File: config.mk
export PLATFORM = sky130hd
export DESIGN_NAME = spi_flash_erase_ctrl
export DESIGN_NICKNAME = d
export VERILOG_FILES = /design/src/rtl/spi_flash_erase_ctrl.sv
export SDC_FILE = /design/constraint.sdc
export NUM_CORES = 1
export LEC_CHECK = 0
export ABC_AREA = 1
export BUFFER_PORTS_ARGS = -buffer_cell sky130_fd_sc_hd__buf_2
export CORE_ASPECT_RATIO = 0.5
export CORE_MARGIN = 8
export CORE_UTILIZATION = 65
export DETAILED_ROUTE_END_ITERATION = 12
export MAX_ROUTING_LAYER = met4
export PLACE_DENSITY = 0.85
export SLEW_MARGIN = 25
export SYNTH_ARGS = -nofsm -noshare
export SYNTH_HDL_FRONTEND = slang
export SYNTH_SLANG_ARGS = --single-unit
File: constraint.sdc
create_clock -name sys_clk -period 6.2 [get_ports sys_clk]
set_input_delay 0.93 -clock sys_clk [delete_from_list [all_inputs] [get_ports sys_clk]]
set_output_delay 0.93 -clock sys_clk [all_outputs]
set_load 0.02 [all_outputs]
File: src/rtl/spi_flash_erase_ctrl.sv
// SPI mode-3 erase sequencer for serial NOR flash: WREN, then SE/BE, then optional RDSR polling until WIP clears.
// A start pulse is taken only in IDLE and is dropped otherwise; all flash pins and status outputs are registered.
module spi_flash_erase_ctrl #(
  parameter int          CLK_DIV    = 4,
  parameter int          CS_SETUP   = 8,
  parameter int          CS_HOLD    = 8,
  parameter int          CS_GAP     = 8,
  parameter logic [7:0]  WREN_INSTR = 8'h06,
  parameter logic [7:0]  SE_INSTR   = 8'hD8,
  parameter logic [7:0]  BE_INSTR   = 8'hC7,
  parameter logic [7:0]  RDSR_INSTR = 8'h05,
  parameter bit          POLL_EN    = 1'b1,
  parameter logic [15:0] POLL_MAX   = 16'hFFFF
) (
  input  logic        sys_clk,
  input  logic        rst_n,
  input  logic        start,
  input  logic        mode,
  input  logic [23:0] addr,
  output logic        busy,
  output logic        done,
  output logic        err,
  output logic        cs_n,
  output logic        sck,
  output logic        mosi,
  input  logic        miso
);

  typedef enum logic [2:0] {S_IDLE, S_SETUP, S_SHIFT, S_HOLD, S_GAP, S_FIN} state_t;
  typedef enum logic [1:0] {CMD_WREN, CMD_ERASE, CMD_POLL} cmd_t;

  localparam int CMAX = (CS_SETUP > CS_HOLD) ? ((CS_SETUP > CS_GAP) ? CS_SETUP : CS_GAP)
                                             : ((CS_HOLD > CS_GAP) ? CS_HOLD : CS_GAP);
  localparam int CW = $clog2(CMAX + 1);
  localparam int DW = $clog2(CLK_DIV);
  localparam logic [CW-1:0] SETUP_LD = CW'(CS_SETUP - 1);
  localparam logic [CW-1:0] HOLD_LD  = CW'(CS_HOLD - 1);
  localparam logic [CW-1:0] GAP_LD   = CW'(CS_GAP - 1);
  // div value on whose closing edge sck rises, and the last div of a bit window
  localparam logic [DW-1:0] DIV_RISE = DW'(CLK_DIV / 2 - 1);
  localparam logic [DW-1:0] DIV_LAST = DW'(CLK_DIV - 1);

  state_t        state, state_nxt;
  cmd_t          cmd, cmd_nxt;
  logic [CW-1:0] cnt, cnt_nxt;
  logic [DW-1:0] div, div_nxt;
  logic [4:0]    bits, bits_nxt;
  logic [31:0]   sh, sh_nxt;
  logic [7:0]    rx, rx_nxt;
  logic [15:0]   poll_cnt, poll_nxt, poll_inc;
  logic          mode_q, mode_nxt;
  logic [23:0]   addr_q, addr_nxt;
  logic          cs_n_nxt, sck_nxt, mosi_nxt, busy_nxt, done_nxt, err_nxt;
  logic          launch, finish, finish_err;
  cmd_t          launch_cmd;

  always_ff @(posedge sys_clk or negedge rst_n) begin
    if (!rst_n) begin
      state    <= S_IDLE;
      cmd      <= CMD_WREN;
      cnt      <= '0;
      div      <= '0;
      bits     <= '0;
      sh       <= '0;
      rx       <= '0;
      poll_cnt <= '0;
      mode_q   <= 1'b0;
      addr_q   <= '0;
      cs_n     <= 1'b1;
      sck      <= 1'b1;
      mosi     <= 1'b0;
      busy     <= 1'b0;
      done     <= 1'b0;
      err      <= 1'b0;
    end else begin
      state    <= state_nxt;
      cmd      <= cmd_nxt;
      cnt      <= cnt_nxt;
      div      <= div_nxt;
      bits     <= bits_nxt;
      sh       <= sh_nxt;
      rx       <= rx_nxt;
      poll_cnt <= poll_nxt;
      mode_q   <= mode_nxt;
      addr_q   <= addr_nxt;
      cs_n     <= cs_n_nxt;
      sck      <= sck_nxt;
      mosi     <= mosi_nxt;
      busy     <= busy_nxt;
      done     <= done_nxt;
      err      <= err_nxt;
    end
  end

  always_comb begin
    state_nxt  = state;
    cmd_nxt    = cmd;
    cnt_nxt    = cnt;
    div_nxt    = div;
    bits_nxt   = bits;
    sh_nxt     = sh;
    rx_nxt     = rx;
    poll_nxt   = poll_cnt;
    mode_nxt   = mode_q;
    addr_nxt   = addr_q;
    cs_n_nxt   = cs_n;
    sck_nxt    = sck;
    mosi_nxt   = mosi;
    busy_nxt   = busy;
    done_nxt   = 1'b0;
    err_nxt    = err;
    launch     = 1'b0;
    launch_cmd = CMD_WREN;
    finish     = 1'b0;
    finish_err = 1'b0;
    poll_inc   = (poll_cnt == POLL_MAX) ? poll_cnt : poll_cnt + 16'd1;

    case (state)
      S_IDLE: begin
        if (start) begin
          launch     = 1'b1;
          launch_cmd = CMD_WREN;
          mode_nxt   = mode;
          addr_nxt   = addr;
          busy_nxt   = 1'b1;
          err_nxt    = 1'b0;
          poll_nxt   = '0;
        end
      end
      S_SETUP: begin
        if (cnt == '0) begin
          state_nxt = S_SHIFT;
          div_nxt   = '0;
          sck_nxt   = 1'b0;
          mosi_nxt  = sh[31];
          sh_nxt    = {sh[30:0], 1'b0};
          case (cmd)
            CMD_WREN:  bits_nxt = 5'd7;
            CMD_ERASE: bits_nxt = mode_q ? 5'd7 : 5'd31;
            default:   bits_nxt = 5'd15;
          endcase
        end else begin
          cnt_nxt = cnt - 1'b1;
        end
      end
      S_SHIFT: begin
        // The last bit leaves on its rising edge so CS_HOLD is measured from that edge.
        if (div == DIV_RISE) begin
          sck_nxt = 1'b1;
          rx_nxt  = {rx[6:0], miso};
          if (bits == '0) begin
            state_nxt = S_HOLD;
            cnt_nxt   = HOLD_LD;
          end else begin
            div_nxt = div + 1'b1;
          end
        end else if (div == DIV_LAST) begin
          div_nxt  = '0;
          sck_nxt  = 1'b0;
          mosi_nxt = sh[31];
          sh_nxt   = {sh[30:0], 1'b0};
          bits_nxt = bits - 5'd1;
        end else begin
          div_nxt = div + 1'b1;
        end
      end
      S_HOLD: begin
        if (cnt == '0) begin
          cs_n_nxt = 1'b1;
          if (cmd == CMD_POLL) begin
            poll_nxt = poll_inc;
            if (!rx[0]) begin
              finish = 1'b1;
            end else if (poll_inc >= POLL_MAX) begin
              finish     = 1'b1;
              finish_err = 1'b1;
            end else begin
              state_nxt = S_GAP;
              cnt_nxt   = GAP_LD;
            end
          end else begin
            state_nxt = S_GAP;
            cnt_nxt   = GAP_LD;
          end
        end else begin
          cnt_nxt = cnt - 1'b1;
        end
      end
      S_GAP: begin
        if (cnt == '0) begin
          if (cmd == CMD_WREN) begin
            launch     = 1'b1;
            launch_cmd = CMD_ERASE;
          end else if (cmd == CMD_ERASE && !POLL_EN) begin
            finish = 1'b1;
          end else begin
            launch     = 1'b1;
            launch_cmd = CMD_POLL;
          end
        end else begin
          cnt_nxt = cnt - 1'b1;
        end
      end
      S_FIN:   state_nxt = S_IDLE;
      default: state_nxt = S_IDLE;
    endcase

    if (launch) begin
      state_nxt = S_SETUP;
      cmd_nxt   = launch_cmd;
      cnt_nxt   = SETUP_LD;
      cs_n_nxt  = 1'b0;
      case (launch_cmd)
        CMD_WREN:  sh_nxt = {WREN_INSTR, 24'h0};
        CMD_ERASE: sh_nxt = mode_nxt ? {BE_INSTR, 24'h0} : {SE_INSTR, addr_nxt};
        default:   sh_nxt = {RDSR_INSTR, 24'h0};
      endcase
    end

    if (finish) begin
      state_nxt = S_FIN;
      done_nxt  = 1'b1;
      busy_nxt  = 1'b0;
      err_nxt   = finish_err;
    end
  end

endmodule

==> results of run 1 <==
[critical path, cell delays in order, from the launching register on]
cell and delay, ns:
dfrtp_1 0.42, nor2_1 0.13, inv_2 0.06, nor2_1 0.13, nand2_2 0.39, inv_2 0.51
nor2_2 0.10, buf_4 0.26, inv_2 0.15, nor2_1 0.07, a21oi_1 0.40, nand3_2 0.17
nand2_1 0.09, nand2_1 0.05
[power groups by stage]
stage                     clock (uW)  sequential, uW  combinational (uW)
after floorplan                    0             975                 683
after global placement             0             983                 843
after detailed placement           0             988                 879
after CTS                        522             981                 901
after global routing             545            1010                1040
final                            517             983                 899
[area by class of cell]
type | count | area [um2]
clock buffers | 11 | 233
inverters | 52 | 195
fillers | 549 | 1920
multi-input cells | 454 | 2200
clock inverters | 5 | 42.5
well taps | 96 | 120
flip-flops and latches | 96 | 2400
repair buffers | 36 | 188
[logic make-up (layout without fill, tap and decap cells)]
family,count (synthesis),after routing,synth area share
flops,96,96,0.493
simple gates,327,327,0.293
mux,1,1,0.00205
buf+inv,70,104,0.0575
fa+ha+maj,6,6,0.0154
xor+xnor,6,6,0.0108
compound gates,114,114,0.129
[sequential cells by signal, summed over array words and instances (netlist names)]
name,flops
div,2
poll_cnt,16
bits,5
err,1
busy,1
done,1
sh,32
cnt,4
state,3
mode_q,1
mosi,1
cs_n,1
sck,1
addr_q,24
cmd,2
rx,1
[metal layers]
layer	vias up	wire, um	global-route usage
met5	-	0	-
met4	0	143	0.0592
met3	20	549	0.0664
met2	95	5350	0.354
met1	2020	4960	0.257
li1	2094	-	-
[worst paths after layout]
check                      startpoint           end  slack (ns)  depth (start not counted)
setup / recovery             state[1]        cnt[0]        3.14                         13
hold / removal                    sck           sck        0.46                          2
setup reg to reg             state[1]        cnt[0]        3.14                         13
hold reg to reg                   sck           sck        0.46                          2
max in group asynchronous       rst_n  poll_cnt[14]        4.54                          2
min in group asynchronous       rst_n    addr_q[13]        0.50                          1
[stage by stage]
| stage | utilization | std cells | area [um2] | hold slack [ns] |
|---|---|---|---|---|
| floorplan | - | 620 | 4880 | 0.442 |
| global placement | 0.699 | 734 | 5100 | 0.446 |
| detailed placement | 0.699 | 734 | 5100 | 0.449 |
| CTS | 0.737 | 750 | 5370 | 0.459 |
| global route | 0.737 | 750 | 5380 | 0.496 |
| finish | 0.737 | 750 | 5380 | 0.459 |
[layout by cell type, fill, tap and decap left out, drive strengths merged, types with 3 or more instances in the layout]
cell,instances
a21oi,31
a31oi,3
buf,36
clkbuf,11
clkinv,4
dfrtp,94
ha,6
inv,52
nand2,195
nand3,34
nand4,17
nor2,73
o21ai,62
o22ai,3
or2,3
xor2,6
==> summary.md, run 1 <==
| Metric | Value |
|---|---|
| CTS Buffer Depth | 2 |
| Combinational share of power | 0.375 |
| FP Rows | 22 |
| Clock-pin slew on the worst setup and hold paths | around 0.070 ns |
| Synth area leader | dfrtp_1 |
| Total power | roughly 2400 uW |
| Tightest Pin Transition | 1.01 ns |
| Cts repair resizes | 0 |
| Sw Share | 0.400 |
| Mean Syn Cell Area | approximately 7.9 um2 |
| Ant. Diodes | 0 |
| CTS sink cnt | between 90 and 100 |
| Fmax achieved | 327 MHz |
| Skew-Pair Late Insertion Delay | 0.35 ns |
| Starting Density | 0.668 |
| Final setup viols | 0 |
| Initial drt markers | around 290 |
| CTS tree | yes |
| # port buffers | 34 |
| P per Cell Area | around 450 mW/mm2 |
| Die Span X | between 100 and 150 um |
| Post-synth EDFFs | 0 |
| Vias | roughly 4200 |
| Leading register cell type out of synthesis | dfrtp_1 |
| Cells after synthesis | 620 |
| CTS Hold Bufs | 0 |
| Top cell type's share of synthesized area | 0.482 |
| Arrival @ worst endpoint | 3.30 ns |
| Post-Syn Nets | 655 |
| Post-CTS setup buffers | 0 |
| Outcome | complete, no violations |
| Normalized max-slew margin | 0.322 |
| GRT Overall Usage | 0.217 |
| FFs w/ async S/R, synth | 1.00 |
| Unrepaired setup endpoints after global routing | no |
| Share of the clock period used by the worst path | 0.494 |
| Largest net degree at the start of global routing | 66 |
| Remaining Overflow, GRT | 0 |
| Setup WS pre-CTS | 2.26 ns |
| CTS Buf Count | 9 |
| Routed Antenna Nets | 0 |
| Number of global-route vias before repair | 4122 |
| Post-Route WL | 11000 um |
| IO Count | 35 |
| Crit Path Class | flop to flop |
| Top cells by area, synth | dfrtp_1 (48%), nand2_1 (14%), o21ai_0 (5.2%) |
| Worst setup SP type | flop |
| Ratio of cells with drive above 1 in the final layout | 0.130 |
| Final Hold Violating Endpoints | 0 |
| Seq cells post-synth | 96 |
| Antenna violations before repair | 0 |
| Die area | 0.0107 mm2 |
| DR WL/cell | 14.7 um |
| Die height | 77.2 um |
| Clock Tree Root | clkbuf_16 |
| Core area | 0.00729 mm2 |
| Final Max Slew Viols | 0 |
| Vias/cell | 5.64 |
| Most common cell in the netlist | nand2_1 |
| Drt drc | 0 |
| CP Capture Type | flop |
| First-pass GRT wire length | 19000 um |
| Nets | 684 |
| CTS H-Tree Depth | 3 |
| Peak fanout along the critical path | 36 |
| Fin worst setup slack | 3.14 ns |
| Max_cap viols | 0 |
| Minimum clock period | 3.06 ns |
| Placer Congestion | between 0.9 and 1 |
| CP required | 6.44 ns |
| Netlist cell types | 44 |
| Synth Warn # | 0 |
| Sequential power share | 0.410 |
| Final setup skew | 0.00554 ns |
| Setup TNS | 0 ns |
| Worst Hold Class | flop to flop |
| Top cells by count, synth | nand2_1 (186), dfrtp_1 (94), nor2_1 (65), o21ai_0 (51), inv_1 (46) |
| Max IR drop VDD | 0.251 mV |
| Layout Area Growth over Synthesis | 10.3% |
| Sequential-to-total area share from yosys stat | 0.493 |
| Int Power | between 1000 and 1500 uW |
| Synth Cell Area | 0.00488 mm2 |
| DPL Wire Length | 7310 um |
| Fraction of power consumed by the clock network | 0.216 |
| Net Sw Power | 959 uW |
| Leak Pwr | ~0.0025 uW |
| DR pass1 iterations | 5 |
No activity file was read; power rests on OpenSTA's default activity.
==> run 2: changes to the inputs <==
--- a/config.mk
+++ b/config.mk
@@ -9,10 +9,10 @@
 export BUFFER_PORTS_ARGS = -buffer_cell sky130_fd_sc_hd__buf_2
 export CORE_ASPECT_RATIO = 0.5
 export CORE_MARGIN = 8
-export CORE_UTILIZATION = 65
+export CORE_UTILIZATION = 60
 export DETAILED_ROUTE_END_ITERATION = 12
 export MAX_ROUTING_LAYER = met4
-export PLACE_DENSITY = 0.85
+export PLACE_DENSITY = 0.79
 export SLEW_MARGIN = 25
 export SYNTH_ARGS = -nofsm -noshare
 export SYNTH_HDL_FRONTEND = slang
==> constraint.sdc (replaced) <==
create_clock -name sys_clk -period 3 [get_ports sys_clk]
set_input_delay 0.45 -clock sys_clk [delete_from_list [all_inputs] [get_ports sys_clk]]
set_output_delay 0.45 -clock sys_clk [all_outputs]
set_load 0.02 [all_outputs]
==> summary.md, run 2 (synthesized netlist as in run 1, its figures left out) <==
| Metric | Value |
|---|---|
| Max_cap viols | 0 (unchanged) |
| Crit-path cells | nor2_1, inv_2, nor2_1, nand2_1, o21ai_2, o21ai_1, inv_1, o21ai_0 |
| Skew-Pair Late Insertion Delay | 0.34 ns (about the same) |
| Share of the clock period used by the worst path | 0.805 (+0.311) |
| Normalized max-slew margin | 0.600 (+0.277) |
| Capturing point of the worst reg2reg path | poll_cnt[10] |
| CTS H-Tree Depth | 3 (unchanged) |
| Die Span X | 143 um (+3.6%) |
| Leak Pwr | 0.00258 uW (+1.9%) |
| CTS Buffer Depth | 2 (unchanged) |
| Fmax achieved | 414 MHz (+27%) |
| DPL Wire Length | 7670 um (+4.8%) |
| CP Capture Type | flop |
| Nets | 691 (+1.0%) |
| Worst Hold Class | input port to async pin |
| Max IR drop VDD | 0.467 mV (+86%) |
| Crit Path Class | flop to flop |
| Die height | 79.7 um (+3.2%) |
| Worst setup SP type | flop |
| Core area | 0.00794 mm2 (+8.9%) |
| Fin area | 0.00548 mm2 (+1.9%) |
| Routed Antenna Nets | 0 (unchanged) |
| GR peak layer | met2 |
| Peak fanout along the critical path | 13 (-64%) |
| Most frequent cells in the layout | nand2_1 (186), dfrtp_1 (94), nor2_1 (65) |
| R2R cell count | 8 (-5) |
| Die area | 0.0114 mm2 (+7.0%) |
| Hold slack | 0.103 ns (-0.356 ns) |
| First-pass GRT wire length | 18900 um (-0.33%) |
| Met3 usage | 0.0495 (-0.0169) |
| Area after DPL | 0.00518 mm2 (+1.7%) |
| Starting Density | 0.614 (-0.0545) |
| Initial drt markers | 372 (+27%) |
| Largest net degree at the start of global routing | 54 (-18%) |
| Antenna violations before repair | 0 (unchanged) |
| Number of global-route vias before repair | 4070 (-1.3%) |
| CP max stage delay | 0.42 ns (-0.09 ns) |
| Layout Utilization | 0.690 (-0.0474) |
| Final Hold Violating Endpoints | 0 (unchanged) |
| # port buffers | 34 (unchanged) |
| Drt drc | 0 (unchanged) |
| Placer Congestion | 0.999 (+7.8%) |
| R2r setup slk | 0.59 ns (-2.55 ns) |
| Final Max Slew Viols | 0 (unchanged) |
| Largest register by flop count | sh |
| Critical Path Most Common Cell | nor2_1 |
| Slowest-stage cell, CP | dfrtp_1 |
| Unrepaired setup endpoints after global routing | no |
| Clock-pin slew on the worst setup and hold paths | 0.07 ns (about the same) |
| Max reg flops | 32 (unchanged) |
| Remaining Overflow, GRT | 0 (unchanged) |
| Clock Tree Root | clkbuf_16 |
| Outcome | complete, no violations |
| FP Rows | 23 (+4.5%) |
| CTS Buf Count | 9 (unchanged) |
| IO Count | 35 (unchanged) |
| RR Startpoint | state[1] |
| Met2 global-route usage | 0.336 (-0.0188) |
| Post-CTS setup buffers | 0 (unchanged) |
| CTS sink cnt | 96 (unchanged) |
| Vias/cell | 5.51 (-2.3%) |
| Met1 global-route usage | 0.266 (+0.00900) |
| Minimum clock period | 2.41 ns (-0.647 ns) |
| Vias | 4251 (+0.52%) |
| Tightest Pin Transition | 0.599 ns (-0.414 ns) |
| CTS Hold Bufs | 0 (unchanged) |
| Final setup viols | 0 (unchanged) |
| Arrival @ worst endpoint | 2.62 ns (-0.68 ns) |
| Final setup skew | 0.00566 ns (+0.000119 ns) |
| CP required | 3.20 ns (-3.24 ns) |
| GRT Overall Usage | 0.213 (-0.00406) |
| Ant. Diodes | 0 (unchanged) |
| Total power | 5070 uW (+110%) |
| Commonest non-fill, non-tap cell in the layout | nand2_1 |
| CTS tree | yes |
| Ratio of cells with drive above 1 in the final layout | 0.136 (+0.00639) |
| DR pass1 iterations | 5 (unchanged) |
| Setup TNS | 0 ns (unchanged) |
| Post-Route WL | 11100 um (+0.61%) |
| # fillers | 678 (+23%) |
| Critical path launch point | state[1] |
| Layout Area Growth over Synthesis | 12.4% |
| DR WL/cell | 14.3 um (-2.3%) |
| Cts repair resizes | 0 (unchanged) |
| Crit path to | poll_cnt[10] |
| Largest registers | sh (32), addr_q (24), poll_cnt (16) |
| P per Cell Area | 925 mW/mm2 (+110%) |
==> run 2: metrics by stage <==
step                setup slack (ns)  std cells
floorplan                      0.975        620
global route                   0.407        772
CTS                            0.616        772
finish                         0.585        772
global placement               0.695        757
detailed placement             0.629        757
==> run 2: worst max-delay path: cells and delay by family (launching register included) <==
kind	cells	cell delay (ns)
AOI/OAI and AO/OA	3	0.81
and+or+nand+nor	3	0.58
buffers and inverters	2	0.46
DFF	1	0.42
==> run 2: worst min-delay path by stage <==
stage / start / endpoint / slack (ns) / cells past startpoint
5_1_grt: rst_n / addr_q[15] / 0.14 / 1
3_3_place_gp: sck / sck / 0.45 / 2
6_report: rst_n / addr_q[11] / 0.10 / 1
3_5_place_dp: sck / sck / 0.46 / 2
2_1_floorplan: rst_n / addr_q[0] / 0.15 / 0
4_1_cts: rst_n / addr_q[11] / 0.11 / 1
==> run 2: area by class of cell <==
type,count,area [um2],area share
Clock buffer,11,243,0.0443
Clock inverter,4,53.8,0.00982
Inverter,52,195,0.0356
Multi-Input combinational cell,454,2190,0.400
Sequential cell,96,2400,0.439
Tap cell,112,140,0.0256
Timing Repair Buffer,43,253,0.0461
==> run 2: metal layers <==
| metal | share of wire | wire (um) |
|---|---|---|
| met1 | 0.47 | 5170 |
| met2 | 0.47 | 5150 |
| met3 | 0.047 | 522 |
| met4 | 0.019 | 214 |
| met5 | 0 | 0 |
==> run 2: power by group <==
group          total (uW)  internal [uW]  leakage (uW)  switching, uW
clock network        1160            668      0.000138            490
logic                1870            640       0.00126           1230
registers            2040           1810       0.00119            235
total                5070           3110       0.00258           1960
